===== src/rtl/pit_lookup_issuer.sv =====
// FIB-side initiator for PIT lookups: one lookup per header, then wait for the verdict.
// Hits are forwarded downstream with the PIT entry; misses, timeouts and reserved types are dropped.
module pit_lookup_issuer #(
    parameter int PREFIX_W     = 64,
    parameter int META_W       = 8,
    parameter int ENTRY_W      = 11,
    parameter int RESP_TIMEOUT = 8
) (
    input  logic                clk,
    input  logic                rst,
    input  logic                in_valid,
    input  logic [PREFIX_W-1:0] in_prefix,
    input  logic [META_W-1:0]   in_metadata,
    output logic                in_ready,
    output logic [PREFIX_W-1:0] FIB_to_PIT_prefix,
    output logic [META_W-1:0]   FIB_to_PIT_metadata,
    output logic                prefix_ready,
    input  logic [ENTRY_W-1:0]  table_entry,
    input  logic                pit_in_bit,
    input  logic                rejected,
    input  logic                interest_packet,
    output logic                fwd_valid,
    input  logic                fwd_ready,
    output logic [PREFIX_W-1:0] fwd_prefix,
    output logic [ENTRY_W-1:0]  fwd_entry,
    output logic                fwd_is_interest,
    output logic [15:0]         drop_count,
    output logic                timeout_err
);

    localparam int TMR_W = (RESP_TIMEOUT > 1) ? $clog2(RESP_TIMEOUT) : 1;
    localparam logic [TMR_W-1:0] TMR_LAST = TMR_W'(RESP_TIMEOUT - 1);

    typedef enum logic [1:0] {
        S_IDLE,
        S_ISSUE,
        S_WAIT,
        S_FWD
    } state_t;

    state_t              state_q, state_d;
    logic                live_q;
    logic [PREFIX_W-1:0] pfx_q, pfx_d;
    logic [META_W-1:0]   meta_q, meta_d;
    logic [ENTRY_W-1:0]  entry_q, entry_d;
    logic                intr_q, intr_d;
    logic [TMR_W-1:0]    timer_q, timer_d;
    logic [15:0]         drop_q, drop_d;

    logic accept;
    logic rsvd;
    logic in_wait;
    logic timer_last;
    logic drop_evt;

    assign rsvd       = in_metadata[META_W-1];
    assign in_wait    = (state_q == S_WAIT);
    assign timer_last = (timer_q == TMR_LAST);
    assign accept     = in_valid && in_ready;

    // State register; live_q holds in_ready low through the reset cycles
    always_ff @(posedge clk) begin
        if (!rst) begin
            state_q <= S_IDLE;
            live_q  <= 1'b0;
        end else begin
            state_q <= state_d;
            live_q  <= 1'b1;
        end
    end

    // Next-state logic; a verdict is only honoured in WAIT, reject beats hit beats timeout
    always_comb begin
        state_d = state_q;
        unique case (state_q)
            S_IDLE: begin
                if (accept && !rsvd) state_d = S_ISSUE;
            end
            S_ISSUE: state_d = S_WAIT;
            S_WAIT: begin
                if (rejected)        state_d = S_IDLE;
                else if (pit_in_bit) state_d = S_FWD;
                else if (timer_last) state_d = S_IDLE;
                else                 state_d = S_WAIT;
            end
            S_FWD: begin
                if (fwd_ready) state_d = S_IDLE;
            end
            default: state_d = S_IDLE;
        endcase
    end

    // Output decode from state (timeout_err also looks at the silent verdict)
    always_comb begin
        in_ready     = live_q && (state_q == S_IDLE);
        prefix_ready = (state_q == S_ISSUE);
        fwd_valid    = (state_q == S_FWD);
        timeout_err  = in_wait && !rejected && !pit_in_bit && timer_last;
    end

    // Datapath next-state: capture header, run wait timer, latch hit, count drops
    always_comb begin
        pfx_d    = pfx_q;
        meta_d   = meta_q;
        entry_d  = entry_q;
        intr_d   = intr_q;
        timer_d  = timer_q;
        drop_evt = 1'b0;
        if (accept) begin
            pfx_d  = in_prefix;
            meta_d = in_metadata;
            if (rsvd) drop_evt = 1'b1;
        end
        if (state_q == S_ISSUE) timer_d = '0;
        if (in_wait) begin
            timer_d = timer_q + 1'b1;
            if (rejected) begin
                drop_evt = 1'b1;
            end else if (pit_in_bit) begin
                entry_d = table_entry;
                intr_d  = interest_packet;
            end else if (timer_last) begin
                drop_evt = 1'b1;
            end
        end
        drop_d = drop_q;
        if (drop_evt && (drop_q != 16'hFFFF)) drop_d = drop_q + 16'd1;
    end

    // Datapath registers
    always_ff @(posedge clk) begin
        if (!rst) begin
            pfx_q   <= '0;
            meta_q  <= '0;
            entry_q <= '0;
            intr_q  <= 1'b0;
            timer_q <= '0;
            drop_q  <= '0;
        end else begin
            pfx_q   <= pfx_d;
            meta_q  <= meta_d;
            entry_q <= entry_d;
            intr_q  <= intr_d;
            timer_q <= timer_d;
            drop_q  <= drop_d;
        end
    end

    assign FIB_to_PIT_prefix   = pfx_q;
    assign FIB_to_PIT_metadata = meta_q;
    assign fwd_prefix          = pfx_q;
    assign fwd_entry           = entry_q;
    assign fwd_is_interest     = intr_q;
    assign drop_count          = drop_q;

endmodule


===== config.mk =====
export PLATFORM = sky130hd
export DESIGN_NAME = pit_lookup_issuer
export DESIGN_NICKNAME = d
export VERILOG_FILES = /design/src/rtl/pit_lookup_issuer.sv
export SDC_FILE = /design/constraint.sdc
export NUM_CORES = 1
export LEC_CHECK = 0
export BUFFER_PORTS_ARGS = -buffer_cell sky130_fd_sc_hd__buf_2
export CAP_MARGIN = 20
export CORE_ASPECT_RATIO = 1.4
export CORE_MARGIN = 4
export CORE_UTILIZATION = 44
export DETAILED_ROUTE_END_ITERATION = 7
export PLACE_DENSITY_LB_ADDON = 0.25
export SETUP_SLACK_MARGIN = 0.05
export SLEW_MARGIN = 20
export SYNTH_ARGS = -nofsm -noshare
export SYNTH_HDL_FRONTEND = slang
export SYNTH_SLANG_ARGS = --single-unit

===== constraint.sdc =====
create_clock -name clk -period 2.48 [get_ports clk]
set_input_delay 0.744 -clock clk [delete_from_list [all_inputs] [get_ports clk]]
set_output_delay 0.744 -clock clk [all_outputs]
set_load 0.1 [all_outputs]

==> impl_metrics.prom, run 1 <==
# TYPE chip_impl_metric gauge
chip_impl_info{name="outcome",value="complete, no violations"} 1
chip_impl_metric{name="synth_async_sr_flop_share",unit="%"} 0
chip_impl_metric{name="finalSetupViolCount",unit=""} 0
chip_impl_metric{name="place_worst_setup_slack",unit="ps"} 296
chip_impl_metric{name="slew_headroom",unit="%"} 47.6
chip_impl_info{name="synth_top_area_cell",value="sky130_fd_sc_hd__dfxtp_1"} 1
chip_impl_info{name="timing.critical_path.cells",value="inv_1 -> ha_2 -> nor2b_2 -> and2_2 -> buf_12"} 1
chip_impl_info{name="min-delay-path-class",value="reg -> reg"} 1
chip_impl_metric{name="die-width",unit="um"} 93.9
chip_impl_metric{name="library_cells_used_by_synthesis",unit=""} 32
chip_impl_metric{name="finalMaxSlewViolations",unit=""} 0
chip_impl_metric{name="cts.reportedPaths.clkPinSlew",unit="ps"} 70
chip_impl_metric{name="fin_ws",unit="ps"} 131
chip_impl_info{name="critPathLaunchType",value="flip-flop"} 1
chip_impl_metric{name="top_level_ports",unit=""} 258
chip_impl_metric{name="part_of_the_yosys_area_used_for_sequential_elements",unit="%"} 46.7
chip_impl_metric{name="die_area",unit="um^2"} 12100
chip_impl_metric{name="tightest_slew",unit="ps"} 786
chip_impl_info{name="type_of_the_worst_setup_path",value="reg -> out"} 1
chip_impl_metric{name="number_of_hold_repair_buffers_added_at_the_cts_stage",unit=""} 0
chip_impl_metric{name="fp.coreArea",unit="um^2"} 10000
chip_impl_metric{name="critical-path-max-stage-delay",unit="ps"} 340
chip_impl_metric{name="yosysWarningCount",unit=""} 0
chip_impl_metric{name="finClkSkew",unit="ps"} 4.68
chip_impl_metric{name="cts_setup_buffers",unit=""} 0
chip_impl_info{name="cts_tree",value="yes"} 1
chip_impl_metric{name="h-tree-depth",unit=""} 3
chip_impl_info{name="root_buffer",value="sky130_fd_sc_hd__clkbuf_16"} 1
chip_impl_metric{name="max-cap-violations",unit=""} 0
chip_impl_metric{name="drt-wirelength-per-cell",unit="um"} 14.2
chip_impl_metric{name="dp_hpwl",unit="mm"} 9.50
chip_impl_metric{name="final_gp_congestion",unit=""} 0.886
chip_impl_metric{name="drive_above_1_share",unit="%"} 39.5
chip_impl_info{name="grt_setup_unrepaired",value="yes"} 1
chip_impl_metric{name="cts_made_buffers",unit=""} 9
chip_impl_info{name="endpoint_kind",value="primary output"} 1
chip_impl_metric{name="areaGrowthSynthToFinish",unit="%"} 26.8
chip_impl_metric{name="synth_top_area_share",unit="%"} 46.7
chip_impl_metric{name="tritoncts_num_sinks",unit=""} 106
chip_impl_metric{name="finalHoldViolCount",unit=""} 0
chip_impl_metric{name="die_h",unit="um"} 128
chip_impl_metric{name="clock_latency_late_sink",unit="ps"} 340
chip_impl_metric{name="clk_path_buf_depth",unit=""} 2
chip_impl_info{name="synth_area_leaders",value="sky130_fd_sc_hd__dfxtp_1 47%, sky130_fd_sc_hd__nand2_1 15%, sky130_fd_sc_hd__buf_4 11%"} 1
chip_impl_metric{name="firstDrtPassIters",unit=""} 5
chip_impl_metric{name="detail_route.drc_violations",unit=""} 0
chip_impl_metric{name="setup_total_negative_slack",unit="ps"} 0
chip_impl_metric{name="maxClockFrequency",unit="MHz"} 426
chip_impl_metric{name="irDropWorstVdd",unit="uV"} 615
chip_impl_metric{name="avgViaCountPerCell",unit=""} 4.82
chip_impl_metric{name="path_max_fanout",unit=""} 5
chip_impl_metric{name="required",unit="ps"} 1740
chip_impl_metric{name="drt_first_iter_violations",unit=""} 163
chip_impl_metric{name="layout.filler_cells",unit=""} 1000
chip_impl_metric{name="global_route.usage.total",unit="%"} 19.6
chip_impl_metric{name="syn_area",unit="um^2"} 4550
chip_impl_metric{name="hold_slack",unit="ps"} 451
chip_impl_metric{name="cp_data_arrival_time",unit="ps"} 1600
chip_impl_info{name="synth-main-ff-cell",value="sky130_fd_sc_hd__dfxtp_1"} 1
chip_impl_metric{name="synthesis.area_per_instance",unit="um^2"} 8.14
chip_impl_metric{name="share_of_the_clock_period_used_by_the_worst_path_after_layout",unit="%"} 94.7
chip_impl_metric{name="finish.utilization",unit="%"} 57.6
chip_impl_metric{name="final_net_count",unit=""} 835
chip_impl_metric{name="antenna_violations_before_repair",unit=""} 0
chip_impl_metric{name="p_total",unit="mW"} 6.24
chip_impl_metric{name="leakage_power_figure",unit="nW"} 2.75
chip_impl_metric{name="rows",unit=""} 43
chip_impl_metric{name="first_pass_grt_wire_length",unit="mm"} 18.8
chip_impl_metric{name="routed_wirelength",unit="mm"} 12.5
chip_impl_info{name="timing.critical_path.slowest_stage_cell",value="sky130_fd_sc_hd__dfxtp_2"} 1
chip_impl_metric{name="num_vias",unit=""} 4226
chip_impl_metric{name="initial_utilization",unit="%"} 45.4
chip_impl_metric{name="number_of_flops_mapped_to_enable_cells_by_yosys",unit=""} 0
chip_impl_metric{name="synth.net_count",unit=""} 657
chip_impl_metric{name="grt_max_degree",unit=""} 73
chip_impl_metric{name="antenna_cells_inserted",unit=""} 0
chip_impl_metric{name="synth.ff_latch_count",unit=""} 106
chip_impl_metric{name="grt_remaining_overflow",unit=""} 0
chip_impl_metric{name="detail-route-antenna-nets",unit=""} 0
chip_impl_metric{name="pwr_cell_area",unit="nW/um^2"} 1080
chip_impl_metric{name="synth_cells",unit=""} 559
chip_impl_metric{name="buffer_ports.inserted",unit=""} 257
chip_impl_metric{name="period_needed",unit="ps"} 2350
chip_impl_metric{name="grt_pass1_vias",unit=""} 3813
[where the power goes]
group          total, mW  internal [mW]  switching (mW)  leakage, nW
sequential          1.97           1.86           0.113        0.862
combinational       2.81          0.409            2.40         1.74
clock               1.46          0.877           0.586        0.145
total               6.24           3.14            3.10         2.75
[layout by cell type (no fill, tap or decap), types with 3 or more instances in the layout]
master,netlist,layout
sky130_fd_sc_hd__a2111oi_2,3,3
sky130_fd_sc_hd__dfxtp_1,106,105
sky130_fd_sc_hd__xnor2_1,15,15
sky130_fd_sc_hd__nand2b_1,4,4
sky130_fd_sc_hd__buf_2,2,255
sky130_fd_sc_hd__nor2_1,18,18
sky130_fd_sc_hd__clkbuf_16,0,9
sky130_fd_sc_hd__nand4_1,4,4
sky130_fd_sc_hd__ha_1,8,7
sky130_fd_sc_hd__inv_1,4,4
sky130_fd_sc_hd__nand2_1,176,176
sky130_fd_sc_hd__buf_4,65,5
sky130_fd_sc_hd__nand3_1,4,3
sky130_fd_sc_hd__a211oi_1,10,10
sky130_fd_sc_hd__and2_1,4,3
sky130_fd_sc_hd__a21oi_1,91,91
[cells by family after synthesis]
kind of cell    share of synthesized area [%]
compound gates                           14.0
xor+xnor                                 2.89
fa+ha+maj                                2.20
buf+inv                                  14.0
flops                                    46.7
mux                                     0.220
simple gates                             20.1
[cell type report]
class / instances / area, um^2 / area share, %
multi-input cells: 353 / 1800 / 31.3
flip-flops and latches: 106 / 2120 / 36.8
inverters: 5 / 18.8 / 0.326
repair buffers: 262 / 1340 / 23.3
clock inverters: 5 / 80.1 / 1.39
well taps: 135 / 169 / 2.93
clock buffers: 10 / 229 / 3.97
[metrics by stage]
stage / cells / area (um^2)
after global routing: 876 / 5770
final: 876 / 5770
after CTS: 876 / 5760
after floorplan: 559 / 4550
after global placement: 861 / 5450
after detailed placement: 861 / 5450
[path summary, 6_finish.rpt]
path / from / endpoint / slack (ps) / cells past startpoint
max: state_q[0] / timeout_err / 130 / 5
min: fwd_entry[1] / fwd_entry[1] / 450 / 2
max reg2reg: timer_q[0] / drop_count[1] / 360 / 7
min reg2reg: fwd_entry[1] / fwd_entry[1] / 450 / 2
[registers in the layout, indices dropped and copies added (netlist names)]
register,flops
state_q,2
FIB_to_PIT_prefix,64
fwd_is_interest,1
live_q,1
fwd_entry,11
drop_count,16
FIB_to_PIT_metadata,8
timer_q,3
[metal layers]
layer  global-route usage (%)  wire length [um]  vias to the layer above
met4                     7.65               216                        0
met5                        0                 0                        -
met1                     23.0              4620                     1931
met2                     34.9              6690                      168
li1                         -                 -                     2112
met3                     3.64               927                       15
[cells in the mapped netlist (all sizes together) (2+ instances only)]
| library cell | number |
|---|---|
| nor2b | 2 |
| nand3 | 4 |
| and2 | 4 |
| and3 | 4 |
| buf | 70 |
| a211oi | 10 |
| a21oi | 91 |
| a2111oi | 4 |
| ha | 8 |
| nand2b | 4 |
| nand4 | 4 |
| nor2 | 18 |
| dfxtp | 106 |
| xnor2 | 15 |
| inv | 4 |
| clkbuf | 25 |
| nand2 | 177 |
[worst max-delay path: cells and delay by family (launching register included)]
| family | cells | cell delay (ps) |
|---|---|---|
| flip-flops | 1 | 340 |
| AND/OR/NAND/NOR | 2 | 400 |
| adder cells (fa/ha/maj) | 1 | 250 |
| buffers and inverters | 2 | 270 |
[what timing repair did]
action                                  4_1_cts  5_1_grt
cloned                                        0        0
endpoints found under the setup margin        1        2
gates resized for setup                       2        3
pin swaps                                     0        0
No activity file was read; power rests on OpenSTA's default activity.
==> run 2, diff against run 1 <==
==> constraint.sdc (replaced) <==
create_clock -name clk -period 2.48 [get_ports clk]
set_input_delay 0.744 -clock clk [delete_from_list [all_inputs] [get_ports clk]]
set_output_delay 0.744 -clock clk [all_outputs]
set_load 0.005 [all_outputs]
==> impl_metrics.prom, run 2 (synthesis gave the netlist of run 1 again) <==
# TYPE chip_impl_metric gauge
chip_impl_info{name="outcome",value="complete, no violations"} 1
chip_impl_metric{name="number_of_hold_repair_buffers_added_at_the_cts_stage",unit=""} 0
chip_impl_info{name="min-delay-start",value="fwd_entry[3]"} 1
chip_impl_info{name="critPathLaunchType",value="flip-flop"} 1
chip_impl_metric{name="grt_max_degree",unit=""} 78
chip_impl_metric{name="global_route.usage.total",unit="%"} 19.5
chip_impl_metric{name="leakage_power_figure",unit="nW"} 2.75
chip_impl_metric{name="fin_ws",unit="ps"} 146
chip_impl_metric{name="buffer_ports.inserted",unit=""} 257
chip_impl_metric{name="comb_power_share",unit="%"} 21.9
chip_impl_info{name="worst_setup_path_startpoint",value="state_q[0]"} 1
chip_impl_metric{name="antenna_violations_before_repair",unit=""} 1
chip_impl_metric{name="cp_data_arrival_time",unit="ps"} 1590
chip_impl_info{name="grt_setup_unrepaired",value="no"} 1
chip_impl_info{name="mostFrequentLayoutCell",value="sky130_fd_sc_hd__buf_2"} 1
chip_impl_metric{name="clock_power_share",unit="%"} 32.1
chip_impl_metric{name="cts_setup_buffers",unit=""} 0
chip_impl_metric{name="period_needed",unit="ps"} 2330
chip_impl_metric{name="switching_power",unit="mW"} 1.26
chip_impl_metric{name="drt-wirelength-per-cell",unit="um"} 14.1
chip_impl_metric{name="p_total",unit="mW"} 4.29
chip_impl_metric{name="slew_headroom",unit="%"} 47.7
chip_impl_metric{name="cts_made_buffers",unit=""} 9
chip_impl_metric{name="detail-route-antenna-nets",unit=""} 0
chip_impl_info{name="root_buffer",value="sky130_fd_sc_hd__clkbuf_16"} 1
chip_impl_metric{name="die_h",unit="um"} 128
chip_impl_metric{name="layout.filler_cells",unit=""} 972
chip_impl_metric{name="irDropWorstVdd",unit="uV"} 385
chip_impl_metric{name="p_seq_share",unit="%"} 46.0
chip_impl_metric{name="tightest_slew",unit="ps"} 784
chip_impl_metric{name="tritoncts_num_sinks",unit=""} 106
chip_impl_metric{name="final_gp_congestion",unit=""} 0.857
chip_impl_info{name="type_of_the_worst_setup_path",value="reg -> out"} 1
chip_impl_metric{name="finalMaxSlewViolations",unit=""} 0
chip_impl_metric{name="die_area",unit="um^2"} 12100
chip_impl_metric{name="avgViaCountPerCell",unit=""} 4.72
chip_impl_info{name="cts_tree",value="yes"} 1
chip_impl_metric{name="p_sw_share",unit="%"} 29.4
chip_impl_metric{name="routed_wirelength",unit="mm"} 12.4
chip_impl_metric{name="required",unit="ps"} 1740
chip_impl_metric{name="grt_pass1_vias",unit=""} 3724
chip_impl_metric{name="max-cap-violations",unit=""} 0
chip_impl_info{name="endpoint_kind",value="primary output"} 1
chip_impl_metric{name="detail_route.drc_violations",unit=""} 0
chip_impl_metric{name="share_of_the_clock_period_used_by_the_worst_path_after_layout",unit="%"} 94.1
chip_impl_metric{name="largest_reg_flops",unit=""} 64
chip_impl_metric{name="grt_remaining_overflow",unit=""} 0
chip_impl_info{name="min-delay-path-class",value="reg -> reg"} 1
chip_impl_metric{name="clock_latency_late_sink",unit="ps"} 340
chip_impl_metric{name="drt_first_iter_violations",unit=""} 136
chip_impl_metric{name="top_level_ports",unit=""} 258
chip_impl_metric{name="cts.reportedPaths.clkPinSlew",unit="ps"} 70
chip_impl_metric{name="firstDrtPassIters",unit=""} 4
chip_impl_metric{name="p_int",unit="mW"} 3.02
chip_impl_metric{name="multi_input_comb_area",unit="um^2"} 1800
chip_impl_metric{name="areaGrowthSynthToFinish",unit="%"} 26.0
chip_impl_metric{name="maxClockFrequency",unit="MHz"} 429
chip_impl_metric{name="rows",unit=""} 43
chip_impl_metric{name="fp.coreArea",unit="um^2"} 10000
chip_impl_metric{name="pwr_cell_area",unit="nW/um^2"} 748
chip_impl_metric{name="place_worst_setup_slack",unit="ps"} 316
chip_impl_metric{name="drive_above_1_share",unit="%"} 39.1
chip_impl_metric{name="final_net_count",unit=""} 834
chip_impl_metric{name="antenna_cells_inserted",unit=""} 0
chip_impl_metric{name="die-width",unit="um"} 93.9
chip_impl_metric{name="first_pass_grt_wire_length",unit="mm"} 18.8
chip_impl_metric{name="finalSetupViolCount",unit=""} 0
chip_impl_metric{name="path_max_fanout",unit=""} 5
chip_impl_metric{name="hold_slack",unit="ps"} 455
chip_impl_metric{name="initial_utilization",unit="%"} 45.4
chip_impl_metric{name="setup_total_negative_slack",unit="ps"} 0
chip_impl_metric{name="ff_latch_area",unit="um^2"} 2120
chip_impl_info{name="rr_startpoint",value="timer_q[0]"} 1
chip_impl_info{name="layout_common_cells",value="257 x sky130_fd_sc_hd__buf_2, 176 x sky130_fd_sc_hd__nand2_1, 105 x sky130_fd_sc_hd__dfxtp_1, 91 x sky130_fd_sc_hd__a21oi_1, 18 x sky130_fd_sc_hd__nor2_1"} 1
chip_impl_metric{name="finClkSkew",unit="ps"} 8.93
chip_impl_metric{name="clk_path_buf_depth",unit=""} 2
chip_impl_metric{name="num_vias",unit=""} 4134
chip_impl_metric{name="dp_hpwl",unit="mm"} 9.22
chip_impl_metric{name="h-tree-depth",unit=""} 3
chip_impl_metric{name="finalHoldViolCount",unit=""} 0
run 2: final cells by class:
type	instances	area share (%)
Timing Repair Buffer	261	23.2
Inverter	5	0.328
Sequential cell	106	37.1
Multi-Input combinational cell	353	31.4
Clock buffer	13	4.72
Clock inverter	3	0.393
Tap cell	135	2.95
run 2: routing by layer:
| metal | GRT usage (%) | part of all wire [%] | vias to the layer above |
|---|---|---|---|
| li1 | - | - | 2099 |
| met2 | 34.2 | 52 | 155 |
| met4 | 6.46 | 1.2 | 2 |
| met5 | 0 | 0.065 | - |
| met1 | 23.2 | 39 | 1863 |
| met3 | 4.40 | 7.3 | 15 |
run 2: critical path, stage by stage (launching register included):
cell,delay (ps)
sky130_fd_sc_hd__dfxtp_2,350
sky130_fd_sc_hd__inv_1,100
sky130_fd_sc_hd__ha_1,290
sky130_fd_sc_hd__nor2b_2,260
sky130_fd_sc_hd__and2_1,150
sky130_fd_sc_hd__buf_2,100
run 2: final timing paths:
check	endpoint	slack, ps	cells past startpoint
max reg2reg	drop_count[1]	390	7
min	fwd_entry[3]	450	2
max	timeout_err	150	5
min reg2reg	fwd_entry[3]	450	2
run 2: timing repair:
action                                 in CTS  in global routing
setup endpoints to repair                   0                  1
gates resized for setup                     0                  2
endpoints found under the hold margin       0                  0
run 2: power by group through the flow:
stage	clock network [mW]	logic, mW	registers, mW
floorplan	0	0.641	2.01
global placement	0	0.932	2.00
detailed placement	0	0.945	2.01
CTS	1.41	0.951	1.97
global route	1.47	1.06	1.99
finish	1.38	0.939	1.97
run 2: metrics by stage:
step | cells | util, % | area, um^2
after global routing | 876 | 57.3 | 5730
final | 876 | 57.3 | 5730
after global placement | 860 | 54.3 | 5430
after CTS | 876 | 57.2 | 5730
after floorplan | 559 | - | 4550
after detailed placement | 860 | 54.3 | 5430
